[config.mk]
export PLATFORM = sky130hd
export DESIGN_NAME = scariv_credit_return_master
export DESIGN_NICKNAME = d
export VERILOG_FILES = /design/src/rtl/scariv_credit_return_master.sv
export SDC_FILE = /design/constraint.sdc
export NUM_CORES = 1
export LEC_CHECK = 0
export BUFFER_PORTS_ARGS = -buffer_cell sky130_fd_sc_hd__buf_4
export CAP_MARGIN = 10
export CORE_MARGIN = 4
export CORE_UTILIZATION = 50
export CTS_BUF_LIST = sky130_fd_sc_hd__clkbuf_8
export DETAILED_ROUTE_END_ITERATION = 12
export GPL_ROUTABILITY_DRIVEN = 0
export GPL_TIMING_DRIVEN = 0
export PLACE_DENSITY = 0.82
export SKIP_LAST_GASP = 1
export SLEW_MARGIN = 40
export SYNTH_ARGS = -nofsm -noshare
export SYNTH_HDL_FRONTEND = slang
export SYNTH_SLANG_ARGS = --single-unit
[constraint.sdc]
create_clock -name i_clk -period 4.8 [get_ports i_clk]
set_input_delay 0 -clock i_clk [delete_from_list [all_inputs] [get_ports i_clk]]
set_output_delay 0 -clock i_clk [all_outputs]
set_load 0.01 [all_outputs]
[src/rtl/scariv_credit_return_master.sv]
// Dispatch-side credit counter for one scheduler. Grants all-or-nothing dispatch groups
// against the free-entry count and folds delayed scheduler returns back into it.
module scariv_credit_return_master #(
  parameter  int MAX_CREDITS  = 32,
  parameter  int IN_PORT_SIZE = 2,
  parameter  int RET_LAT      = 1,
  localparam int CW           = $clog2(MAX_CREDITS) + 1
) (
  input  logic          i_clk,
  input  logic          i_reset,
  input  logic          i_disp_valid,
  input  logic [CW-1:0] i_disp_cnt,
  input  logic          i_stall,
  output logic          o_disp_grant,
  output logic          o_credit_full,
  input  logic          i_return_valid,
  input  logic [CW-1:0] i_return_val,
  output logic [CW-1:0] o_credits,
  output logic          o_credit_err
);

  logic [CW-1:0]               r_credits;
  logic                        r_err;
  logic [RET_LAT-1:0]          r_pipe_vld;
  logic [RET_LAT-1:0][CW-1:0]  r_pipe_val;

  logic          cnt_ok;
  logic          over_req;
  logic [CW-1:0] cons;
  logic [CW-1:0] ret;
  logic [CW:0]   nxt;
  logic          sat;

  assign cnt_ok   = (i_disp_cnt <= CW'(IN_PORT_SIZE));
  assign over_req = i_disp_valid & ~cnt_ok;

  assign o_disp_grant = i_disp_valid & ~i_stall & cnt_ok &
                        (i_disp_cnt <= r_credits) & (i_disp_cnt != '0);

  assign cons = o_disp_grant ? i_disp_cnt : '0;
  assign ret  = r_pipe_vld[RET_LAT-1] ? r_pipe_val[RET_LAT-1] : '0;

  // One extra bit so an over-return is caught rather than wrapping.
  assign nxt = {1'b0, r_credits} - {1'b0, cons} + {1'b0, ret};
  assign sat = (nxt > (CW+1)'(MAX_CREDITS));

  always_ff @(posedge i_clk or posedge i_reset) begin
    if (i_reset) begin
      r_pipe_vld <= '0;
      r_pipe_val <= '0;
    end else begin
      r_pipe_vld[0] <= i_return_valid;
      r_pipe_val[0] <= i_return_val;
      for (int k = 1; k < RET_LAT; k++) begin
        r_pipe_vld[k] <= r_pipe_vld[k-1];
        r_pipe_val[k] <= r_pipe_val[k-1];
      end
    end
  end

  always_ff @(posedge i_clk or posedge i_reset) begin
    if (i_reset) begin
      r_credits <= CW'(MAX_CREDITS);
      r_err     <= 1'b0;
    end else begin
      r_credits <= sat ? CW'(MAX_CREDITS) : nxt[CW-1:0];
      r_err     <= r_err | sat | over_req;
    end
  end

  assign o_credits     = r_credits;
  assign o_credit_full = (r_credits == '0);
  assign o_credit_err  = r_err;

endmodule

## After elaboration in Yosys (flattened, before gate mapping)

Index checks and enable logic that the tools add are counted.

| operators by class | value |
|---|---|
| $add $sub $neg | 2 |
| magnitude comparators | 3 |
| mux-type cells | 3 |
| bitwise gates (word level) | 9 |
| reductions and logical operators | 2 |

Operator list:

| cell | number |
|---|---|
| 6-bit two-way mux | 3 |
| 7-bit by 6-bit adder with 7-bit output | 1 |
| 7-bit by 6-bit greater-than comparator with 1-bit output (second input constant) | 1 |
| 6-bit by 6-bit subtractor with 7-bit output | 1 |
| 6-bit by 2-bit <= comparator with 1-bit output (second input constant) | 1 |
| 6-bit <= comparator | 1 |
| 6-bit logical NOT | 1 |
| 6-bit nonzero test | 1 |
| 1-bit AND | 5 |
| 1-bit NOT | 2 |
| 1-bit bitwise OR | 2 |

| word-level totals | value |
|---|---|
| register bits after elaboration | 14 |
| bits of input ports | 17 |
| output and inout bits | 9 |
| logic and storage cells | 23 |

## Logic depth before layout (Yosys ltp)

Gate-level depths: netlist (run 1).

| depth | value |
|---|---|
| depth after elaboration | 11 |
| depth in mapped cells | 16 |
| depth with buffers taken out | 16 |

## Worst setup path after synthesis (run 1)

No wires, ideal clock.

| path | value |
|---|---|
| path kind | reg-to-reg |
| from | register r_credits[5] (netlist: o_credits[5]) |
| to | register r_err (netlist: o_credit_err) |
| setup time | 145 ps |
| data arrival time | 3323 ps |
| required time | 4655 ps |
| setup slack | 1332 ps |
| cell stages (with the launch flop) | 15 |
| path buffers | 0 |
| clock period less this slack | 3468 ps |
| cells stage by stage | dfstp_2 > inv_1 > ha_1 > nand3_1 > o21bai_1 > a21oi_1 > nor3b_1 > fa_1 > inv_1 > fa_1 > a211oi_2 > nor2_1 > xor2_1 > o31ai_2 > o2111ai_1 |

| on the way | value |
|---|---|
| cells in the longest elaborated chain, start to end | 9 |

RTL lines:

| element | RTL line | source |
|---|---|---|
| start, declared | 22 | `logic [CW-1:0] r_credits;` |
| start signal, assigned | 63 | `r_credits <= CW'(MAX_CREDITS);` |
| start signal, assigned | 66 | `r_credits <= sat ? CW'(MAX_CREDITS) : nxt[CW-1:0];` |
| 6-bit <= comparator | 38 | `(i_disp_cnt <= r_credits) & (i_disp_cnt != '0);` |
| 1-bit AND | 37 | `assign o_disp_grant = i_disp_valid & ~i_stall & cnt_ok &` |
| 1-bit AND | 38 |  |
| 6-bit two-way mux | 40 | `assign cons = o_disp_grant ? i_disp_cnt : '0;` |
| 6-bit by 6-bit subtractor with 7-bit output * | 44 | `assign nxt = {1'b0, r_credits} - {1'b0, cons} + {1'b0, ret};` |
| 7-bit by 6-bit adder with 7-bit output * | 44 |  |
| 7-bit by 6-bit greater-than comparator with 1-bit output * | 45 | `assign sat = (nxt > (CW+1)'(MAX_CREDITS));` |
| 1-bit bitwise OR * (2 in a row) | 67 | `r_err <= r_err \| sat \| over_req;` |
| end signal, assigned | 67 |  |
| end, declared | 23 | `logic r_err;` |

Every way passes the cells marked *; elsewhere a longest branch is shown, timed or not.

## Final worst setup path (run 1)

Ends and elaborated chain as after synthesis.

==> impl_metrics.tcl, run 1 <==
set metrics [dict create \
    required_ns 4.90 \
    grt_overflow_total 0 \
    synth_compound_area_frac 0.1359 \
    avgSynthCellArea_um2 9.864 \
    synth_xor_area_frac 0.02378 \
    fin_crit_ns 3.851 \
    grt_pass1_vias 873 \
    crit_slowest_cell "dfstp_2" \
    endpoint_kind "flip-flop" \
    cts_tree "done" \
    fp.dieArea_mm2 0.003026 \
    drc 0 \
    ant_nets 0 \
    yosysWarnings 0 \
    slew_headroom 0.6526 \
    critical_path_class "flip-flop to flip-flop" \
    grt.total_usage 0.1891 \
    synth_top_family_by_area "adder cells" \
    final_util 0.7265 \
    rsz0062_at_grt "false" \
    dr.pass1.iters 4 \
    clkSinkCount 14 \
    skew_ns 0.002768 \
    core_mm2 0.002022 \
    run_status "finished, final reports clean" \
    grt_max_degree 15 \
    drive_gt1_frac 0.2450 \
    ys_seq_elements 14 \
    tightest_slew_ns 0.5205 \
    swShare 0.4060 \
    cp-start-kind "flip-flop" \
    p_leak_nw 0.7579 \
    setup_viol 0 \
    finalNetCount 188 \
    cap_violations 0 \
    fin_setup_tns_ns 0 \
    wl_per_cell_um 13.76 \
    finalCritPeriodShare 0.8022 \
    met3_length_um 61 \
    ys_seq_area_frac 0.3182 \
    diodes 0 \
    post_drt_via_cell_ratio 5.124 \
    p_int_mw 0.4263 \
    path_max_fanout 4 \
    cts.clk_slew.worst_paths_ns 0.06 \
    h-tree-depth 1 \
    crit_chain "inv_1, ha_1, nand3_1, o21bai_1, a21oi_1, nor3b_1, fa_1, inv_1, fa_1, a211oi_2, nor2_1, xor2_1, o31ai_2, o2111ai_1" \
    fmax_ghz 0.2597 \
    grt_first_pass_wirelength_mm 3.822 \
    synth_cells 112 \
    combPwrFrac 0.614 \
    startpoint "o_credits[5]$_DFF_PP1_" \
    wl_met2_mm 1.292 \
    highest_layer "met4" \
    chipHeight_um 55.01 \
    synth_mux_area_frac 0 \
    hold_violations 0 \
    arrival_ns 3.95 \
    die_x_um 55.01 \
    ios 26 \
    dp_hpwl_mm 2.003 \
    clock_latency_ns 0.25 \
    slew_viol_final 0 \
    synth_area_mm2 0.001105 \
    p_switching_mw 0.2913 \
    most-common-layout-cells "25 x buf_4, 21 x inv_1, 13 x ha_1, 13 x dfrtp_1, 8 x dlygate4sd3_1" \
    postCtsResizedCells 0 \
    worstReg2RegStart "o_credits[5]$_DFF_PP1_" \
    seqPwrFrac 0.224 \
    synthSimpleGateAreaFrac 0.1880 \
    via_count 912 \
    wirelength_met1_mm 1.029 \
    synth_area_leader_cell "dfrtp_1" \
    first_iter_violations 18 \
    yosys.cell_types.count 37 \
    clock-root-buffer "clkbuf_8" \
    min-delay-start "i_disp_valid" \
    area_growth_pct 32.96 \
    final_common_cell "buf_4" \
    start_util 0.5464 \
    port_buffers 25 \
    antenna_found_initial 0 \
    rows 16 \
    hp-class "input port to flip-flop" \
    critPathMaxStageDelay_ns 0.58 \
    drt_wl_total_mm 2.449 \
    cts.path.max_buffers 2 \
    netlist.area_leader.share 0.2945 \
    synth.top_cells.by_area "dfrtp_1 29%, ha_1 15%, fa_1 11%, inv_1 7.1%, dfstp_2 2.4%" \
    cts_buffers 3 \
    pwr_density_cell_mw_per_mm2 488.5 \
    clock_power_share 0.162 \
    synth_fa_ha_area_frac 0.2559 \
    ir_drop_mv 0.3527 \
]
==> repair_timing <==
| action | in CTS | in global routing |
|---|---|---|
| hold buffers | 8 | 0 |
| buffers inserted | 0 | 0 |
| hold endpoints to repair | 20 | 0 |
| endpoints found under the setup margin | 0 | 0 |
==> cell usage after synthesis <==
cell type	count
nand2b_4	1
nor2b_1	2
a31oi_1	1
ha_1	13
nand3b_1	1
a211o_1	1
or4_1	3
o2111ai_2	1
o21bai_1	1
nand3_1	3
and3_1	2
o21ai_1	1
nor3_1	4
o21ai_0	1
and2_1	1
nor3b_1	2
xnor2_1	2
a21o_1	1
o2111ai_1	1
inv_1	21
nand2_1	6
a2111oi_2	1
conb_1	2
a221oi_1	1
o211ai_1	1
xor2_1	1
o31ai_2	1
fa_1	6
nand3b_2	1
o21a_1	2
and3b_1	2
dfrtp_1	13
a211oi_2	1
dfstp_2	1
nor2_1	6
a21oi_1	3
nor2b_2	1
==> state kept, by name, summed over array words and instances (netlist names) <==
register / flops
o_credit_err: 1
o_credits: 6
r_pipe_val: 6
r_pipe_vld: 1
==> worst max-delay path, delay by kind of cell, from the launching register on <==
family                   cells  cell delay (ns)
XOR/XNOR                     1             0.16
buffers and inverters        2             0.12
AO/OA/AOI/OAI                5             1.22
adder cells (fa/ha/maj)      3             1.27
AND/OR/NAND/NOR              3             0.32
flip-flops                   1             0.58
==> routing by layer <==
layer,vias to the layer above,global-route usage
met4,0,0.1215
li1,455,-
met1,431,0.2205
met5,-,0
met2,21,0.3307
met3,5,0.01609
==> per-stage QoR <==
| step | setup slack (ns) | instances | cell area, um2 | total power, mW | hold WS, ns |
|---|---|---|---|---|---|
| global route | 0.7411 | 178 | 1469 | 0.7861 | 0.1119 |
| floorplan | 1.332 | 114 | 1112 | 0.4885 | -0.1115 |
| detailed placement | 0.9711 | 166 | 1334 | 0.6000 | 0.07117 |
| CTS | 0.9580 | 178 | 1469 | 0.7237 | 0.08384 |
| global placement | 1.064 | 166 | 1334 | 0.5825 | 0.04782 |
| finish | 0.9494 | 178 | 1469 | 0.7176 | 0.09045 |
==> final cells by class <==
class                      count  area [um2]
fill                         143       553.0
sequential                    14       351.6
multi-input combinational     79       681.9
clock buffer                   4       55.05
tap                           27       33.78
timing repair buffer          33       267.8
inverter                      21       78.83
==> power groups by stage <==
| stage | Sequential (mW) | Combinational [mW] | Clock, mW |
|---|---|---|---|
| floorplan | 0.166 | 0.322 | 0 |
| global placement | 0.163 | 0.420 | 0 |
| detailed placement | 0.163 | 0.436 | 0 |
| CTS | 0.162 | 0.445 | 0.117 |
| global route | 0.165 | 0.497 | 0.124 |
| finish | 0.161 | 0.441 | 0.116 |
==> final timing paths <==
path | endpoint | slack [ns] | cells past startpoint
max | o_credit_err$_DFF_PP0_ | 0.95 | 14
min | o_credit_err$_DFF_PP0_ | 0.09 | 3
max reg2reg | o_credit_err$_DFF_PP0_ | 0.95 | 14
min reg2reg | o_credit_err$_DFF_PP0_ | 0.49 | 2
max in group asynchronous | o_credits[5]$_DFF_PP1_ | 4.09 | 3
min in group asynchronous | r_pipe_val[2]$_DFF_PP0_ | 0.35 | 3
==> kinds of logic (layout without fill, tap and decap cells) <==
kind of cell             after synthesis  in the layout
XOR/XNOR                               3              3
other                                  2              4
buffers and inverters                 21             58
AND/OR/NAND/NOR                       35             35
AO/OA/AOI/OAI                         18             18
adder cells (fa/ha/maj)               19             19
flip-flops                            14             14
(Power assumes the default switching activity.)
==> run 2: changes to the inputs <==
Settings changed: PLACE_DENSITY 0.82 to 0.85.
Clock period 4.8 ns to 3.3 ns, I/O delays scaled along.
==> impl_metrics.tcl, run 2 (same netlist as run 1, synthesis figures left out) <==
set metrics [dict create \
    start_util 0.5464 \
    ios 26 \
    fill_cells 110 \
    violations "setup timing" \
    rows 16 \
    diodes 0 \
    grt_pass1_vias 1078 \
    finalNetCount 195 \
    path_common_cell "inv_2" \
    fp.dieArea_mm2 0.003026 \
    fin_crit_ns 3.423 \
    drt_wl_total_mm 3.030 \
    most-common-layout-cells "32 x buf_4, 17 x inv_1, 13 x dfrtp_1" \
    pre_cts_ws_ns -0.2074 \
    ant_nets 0 \
    drc 0 \
    dr.pass1.iters 4 \
    crit_slowest_cell "dfstp_2" \
    clock_latency_ns 0.24 \
    worstSetupPathDepth 14 \
    critical_path_class "flip-flop to flip-flop" \
    pwr_density_cell_mw_per_mm2 779.8 \
    fin_setup_tns_ns -0.4760 \
    dp_hpwl_mm 2.078 \
    tightest_slew_ns 0.5037 \
    core_mm2 0.002022 \
    hp-class "input port to flip-flop" \
    rsz0062_at_grt "true" \
    final_common_cell "buf_4" \
    run_status "finished with violations" \
    h-tree-depth 1 \
    endpoint_kind "flip-flop" \
    die_x_um 55.01 \
    grt_first_pass_wirelength_mm 4.809 \
    crit_family "adder cells" \
    p_leak_nw 0.8092 \
    hold_violations 0 \
    area_growth_pct 53.23 \
    antenna_found_initial 0 \
    via_count 1005 \
    cp.buffers_inverters 3 \
    drive_gt1_frac 0.3924 \
    critPathMaxStageDelay_ns 0.55 \
    arrival_ns 3.52 \
    cts.clk_slew.worst_paths_ns 0.05 \
    critPathCapture "o_credit_err$_DFF_PP0_" \
    ir_drop_mv 0.5461 \
    worstReg2RegStart "o_credits[5]$_DFF_PP1_" \
    finalCritPeriodShare 1.037 \
    clock-root-buffer "clkbuf_8" \
    path_max_fanout 3 \
    reg2regPathDepth 14 \
    grt_max_degree 15 \
    setup_slack_ns -0.1233 \
    crit_chain "inv_2, ha_4, nand3_4, o21bai_4, a21oi_4, nor3b_4, fa_1, inv_2, fa_2, buf_4, xnor2_1, nand2_1, o31ai_4, o2111ai_1" \
    wl_per_cell_um 16.38 \
    grt.total_usage 0.2271 \
    regArea_um2 351.6 \
    chipHeight_um 55.01 \
    cts_buffers 3 \
    hold_depth 3 \
    finalPower_mw 1.320 \
    cts.path.max_buffers 2 \
    cap_violations 0 \
    rrSetupSlack_ns -0.12 \
    slew_viol_final 0 \
    r2r_end "o_credit_err$_DFF_PP0_" \
    cts_tree "done" \
    startpoint "o_credits[5]$_DFF_PP1_" \
    port_buffers 25 \
    multi_input_area_um2 853.3 \
    clkSinkCount 14 \
    first_iter_violations 32 \
    setup_viol 6 \
    grt_overflow_total 0 \
    post_drt_via_cell_ratio 5.432 \
    skew_ns 0.0007037 \
    fmax_ghz 0.2921 \
    cp-start-kind "flip-flop" \
    whs_ns 0.09524 \
    required_ns 3.40 \
    slew_headroom 0.6638 \
]
run 2: layer usage:
layer	share of wire	GRT usage	vias to the layer above
met5	0	0	-
met2	0.54	0.4193	34
met4	0.029	0.1134	0
met1	0.38	0.2479	490
met3	0.045	0.03753	11
li1	-	-	470
run 2: timing repair:
action / CTS / global route
hold endpoints to repair: 20 / 0
setup endpoints to repair: 7 / 7
resized for setup: 7 / 7
buffers inserted: 5 / 2
pin swaps: 13 / 5
hold buffers: 8 / 0
run 2: worst min-delay path by stage:
stage / from / endpoint
global placement: i_reset / r_pipe_val[0]$_DFF_PP0_
floorplan: i_reset / o_credit_err$_DFF_PP0_
global route: i_disp_valid / o_credit_err$_DFF_PP0_
finish: i_disp_valid / o_credit_err$_DFF_PP0_
CTS: i_disp_valid / o_credit_err$_DFF_PP0_
detailed placement: i_reset / o_credit_err$_DFF_PP0_
run 2: tightest hold or removal path, cell delays in order:
cell	delay, ns
buf_4	0.11
inv_1	0.04
o2111ai_1	0.12
run 2: final cells by class:
| type | count | share of cell area |
|---|---|---|
| inverter | 21 | 0.04656 |
| tap | 27 | 0.01996 |
| multi-input combinational | 79 | 0.5041 |
| sequential | 14 | 0.2077 |
| clock buffer | 4 | 0.03252 |
| timing repair buffer | 40 | 0.1892 |
run 2: per-stage QoR:
step           area [um2]  std cells  utilization
4_1_cts              1618        183       0.8001
3_5_place_dp         1405        166       0.6949
2_1_floorplan        1184        114            -
3_3_place_gp         1405        166       0.6949
6_report             1693        185       0.8373
5_1_grt              1693        185       0.8373
run 2: where the power goes:
| part | total [mW] | internal (mW) | switching (mW) |
|---|---|---|---|
| registers | 0.234 | 0.207 | 0.0265 |
| clock network | 0.159 | 0.105 | 0.0532 |
| logic | 0.928 | 0.454 | 0.474 |
| total | 1.32 | 0.766 | 0.554 |
==> run 3: changes to the inputs <==
==> constraint.sdc (replaced) <==
create_clock -name i_clk -period 3.3 [get_ports i_clk]
set_input_delay 0.495 -clock i_clk [delete_from_list [all_inputs] [get_ports i_clk]]
set_output_delay 0.495 -clock i_clk [all_outputs]
set_load 0.01 [all_outputs]
==> impl_metrics.tcl, run 3 (same netlist as run 1, synthesis figures left out) <==
set metrics [dict create \
    ir_drop_mv 0.5844 \
    rrSetupSlack_ns -0.13 \
    critPathMaxStageDelay_ns 0.45 \
    grt_overflow_total 0 \
    antenna_found_initial 0 \
    hold_violations 0 \
    crit_chain "inv_2, ha_4, nor2b_4, o21a_1, o21bai_4, a21oi_4, nor3b_2, fa_1, inv_2, ha_4, a211o_1, a2111oi_4, nand3b_4, o31ai_4, and3_1" \
    finalCritPeriodShare 1.041 \
    via_count 990 \
    clock-root-buffer "clkbuf_8" \
    rsz0062_at_grt "true" \
    r2r_end "o_credits[1]$_DFF_PP0_" \
    fmax_ghz 0.2911 \
    wl_per_cell_um 16.13 \
    cts.path.max_buffers 2 \
    cts_hold_buf 0 \
    endpoint_kind "flip-flop" \
    finalPower_mw 1.394 \
    dr.pass1.iters 4 \
    final_common_cell "buf_4" \
    required_ns 3.44 \
    fill_cells 121 \
    cp.buffers_inverters 2 \
    multi_input_area_um2 877.1 \
    port_buffers 25 \
    core_mm2 0.002022 \
    drive_gt1_frac 0.4675 \
    cp-start-kind "flip-flop" \
    cts_buffers 3 \
    tightest_slew_ns 0.5018 \
    setup_slack_ns -0.1350 \
    area_growth_pct 50.85 \
    cts.clk_slew.worst_paths_ns 0.06 \
    rows 16 \
    ant_nets 0 \
    clock_latency_ns 0.25 \
    setup_viol 6 \
    slew_viol_final 0 \
    fp.dieArea_mm2 0.003026 \
    h-tree-depth 1 \
    start_util 0.5464 \
    cts_tree "done" \
    p_leak_nw 0.8030 \
    pwr_density_cell_mw_per_mm2 836.3 \
    critical_path_class "flip-flop to flip-flop" \
    ios 26 \
    reg2regPathDepth 15 \
    worstReg2RegStart "o_credits[1]$_DFF_PP0_" \
    clkSinkCount 14 \
    diodes 0 \
    whs_ns 0.2718 \
    fin_setup_tns_ns -0.5279 \
    grt_max_degree 15 \
    regArea_um2 351.6 \
    arrival_ns 3.57 \
    final_cells 181 \
    dp_hpwl_mm 1.950 \
    most-common-layout-cells "36 x buf_4, 16 x inv_1, 13 x dfrtp_1" \
    finalNetCount 191 \
    grt_first_pass_wirelength_mm 4.215 \
    slew_headroom 0.6651 \
    cap_violations 0 \
    die_x_um 55.01 \
    run_status "finished with violations" \
    drt_wl_total_mm 2.920 \
    chipHeight_um 55.01 \
    crit_family "compound AO/OA/AOI/OAI gates" \
    dpl.cell_count 166 \
    post_drt_via_cell_ratio 5.470 \
    fin_crit_ns 3.435 \
    hp-class "input port to asynchronous set/reset pin" \
    drc 0 \
    first_iter_violations 30 \
    violations "setup timing" \
    path_max_fanout 3 \
    crit_slowest_cell "fa_1" \
    grt_pass1_vias 948 \
    skew_ns 0.0009799 \
    grt.total_usage 0.2039 \
]
[run 3: cell types whose count changed in the layout (fill, tap and decap cells not counted), moves of 2 or more]
cell           change
dlygate4sd3_1      -8
buf_4              +4
nor2_1             -2
nor2_2             +2
[run 3: layout make-up]
| cell class | count | area share |
|---|---|---|
| multi-input cells | 79 | 0.5263 |
| flip-flops and latches | 14 | 0.2110 |
| repair buffers | 36 | 0.1622 |
| inverters | 21 | 0.04730 |
| clock buffers | 4 | 0.03303 |
| well taps | 27 | 0.02027 |
[run 3: power by group]
| part | switching, mW | internal (mW) | leakage [nW] | total [mW] |
|---|---|---|---|---|
| clock | 0.0634 | 0.106 | 0.0288 | 0.169 |
| sequential | 0.0233 | 0.207 | 0.168 | 0.230 |
| combinational | 0.500 | 0.494 | 0.606 | 0.994 |
| total | 0.587 | 0.807 | 0.803 | 1.39 |
[run 3: metrics by stage]
stage	setup WS, ns	area (um2)	utilization
4_1_cts	-0.1522	1564	0.7735
2_1_floorplan	-0.03589	1137	-
5_1_grt	-0.2342	1667	0.8243
6_report	-0.1350	1667	0.8243
3_5_place_dp	-0.4315	1359	0.6720
3_3_place_gp	-0.3387	1359	0.6720
[run 3: worst max path at each step]
stage	from	end	slack, ns	depth (start not counted)
floorplan	i_disp_cnt[3]	o_credits[0]$_DFF_PP0_	-0.04	12
global placement	i_disp_cnt[3]	o_credits[0]$_DFF_PP0_	-0.34	13
detailed placement	i_disp_cnt[1]	o_credit_err$_DFF_PP0_	-0.43	16
CTS	o_credits[5]$_DFF_PP1_	o_credit_err$_DFF_PP0_	-0.15	14
global route	o_credits[1]$_DFF_PP0_	o_credits[1]$_DFF_PP0_	-0.23	15
finish	o_credits[1]$_DFF_PP0_	o_credits[1]$_DFF_PP0_	-0.13	15
[run 3: routing by layer]
| layer | vias to the layer above | track usage | routed length (um) |
|---|---|---|---|
| li1 | 462 | - | - |
| met1 | 479 | 0.2169 | 1045 |
| met2 | 40 | 0.4154 | 1646 |
| met3 | 9 | 0.03217 | 179 |
| met4 | 0 | 0.03644 | 48 |
| met5 | - | 0 | 0 |
[run 3: repair_timing]
| action | 4_1_cts | 5_1_grt |
|---|---|---|
| gates resized for setup | 18 | 10 |
| setup endpoints to repair | 7 | 7 |
| pin swaps | 11 | 8 |
| setup buffers | 6 | 5 |
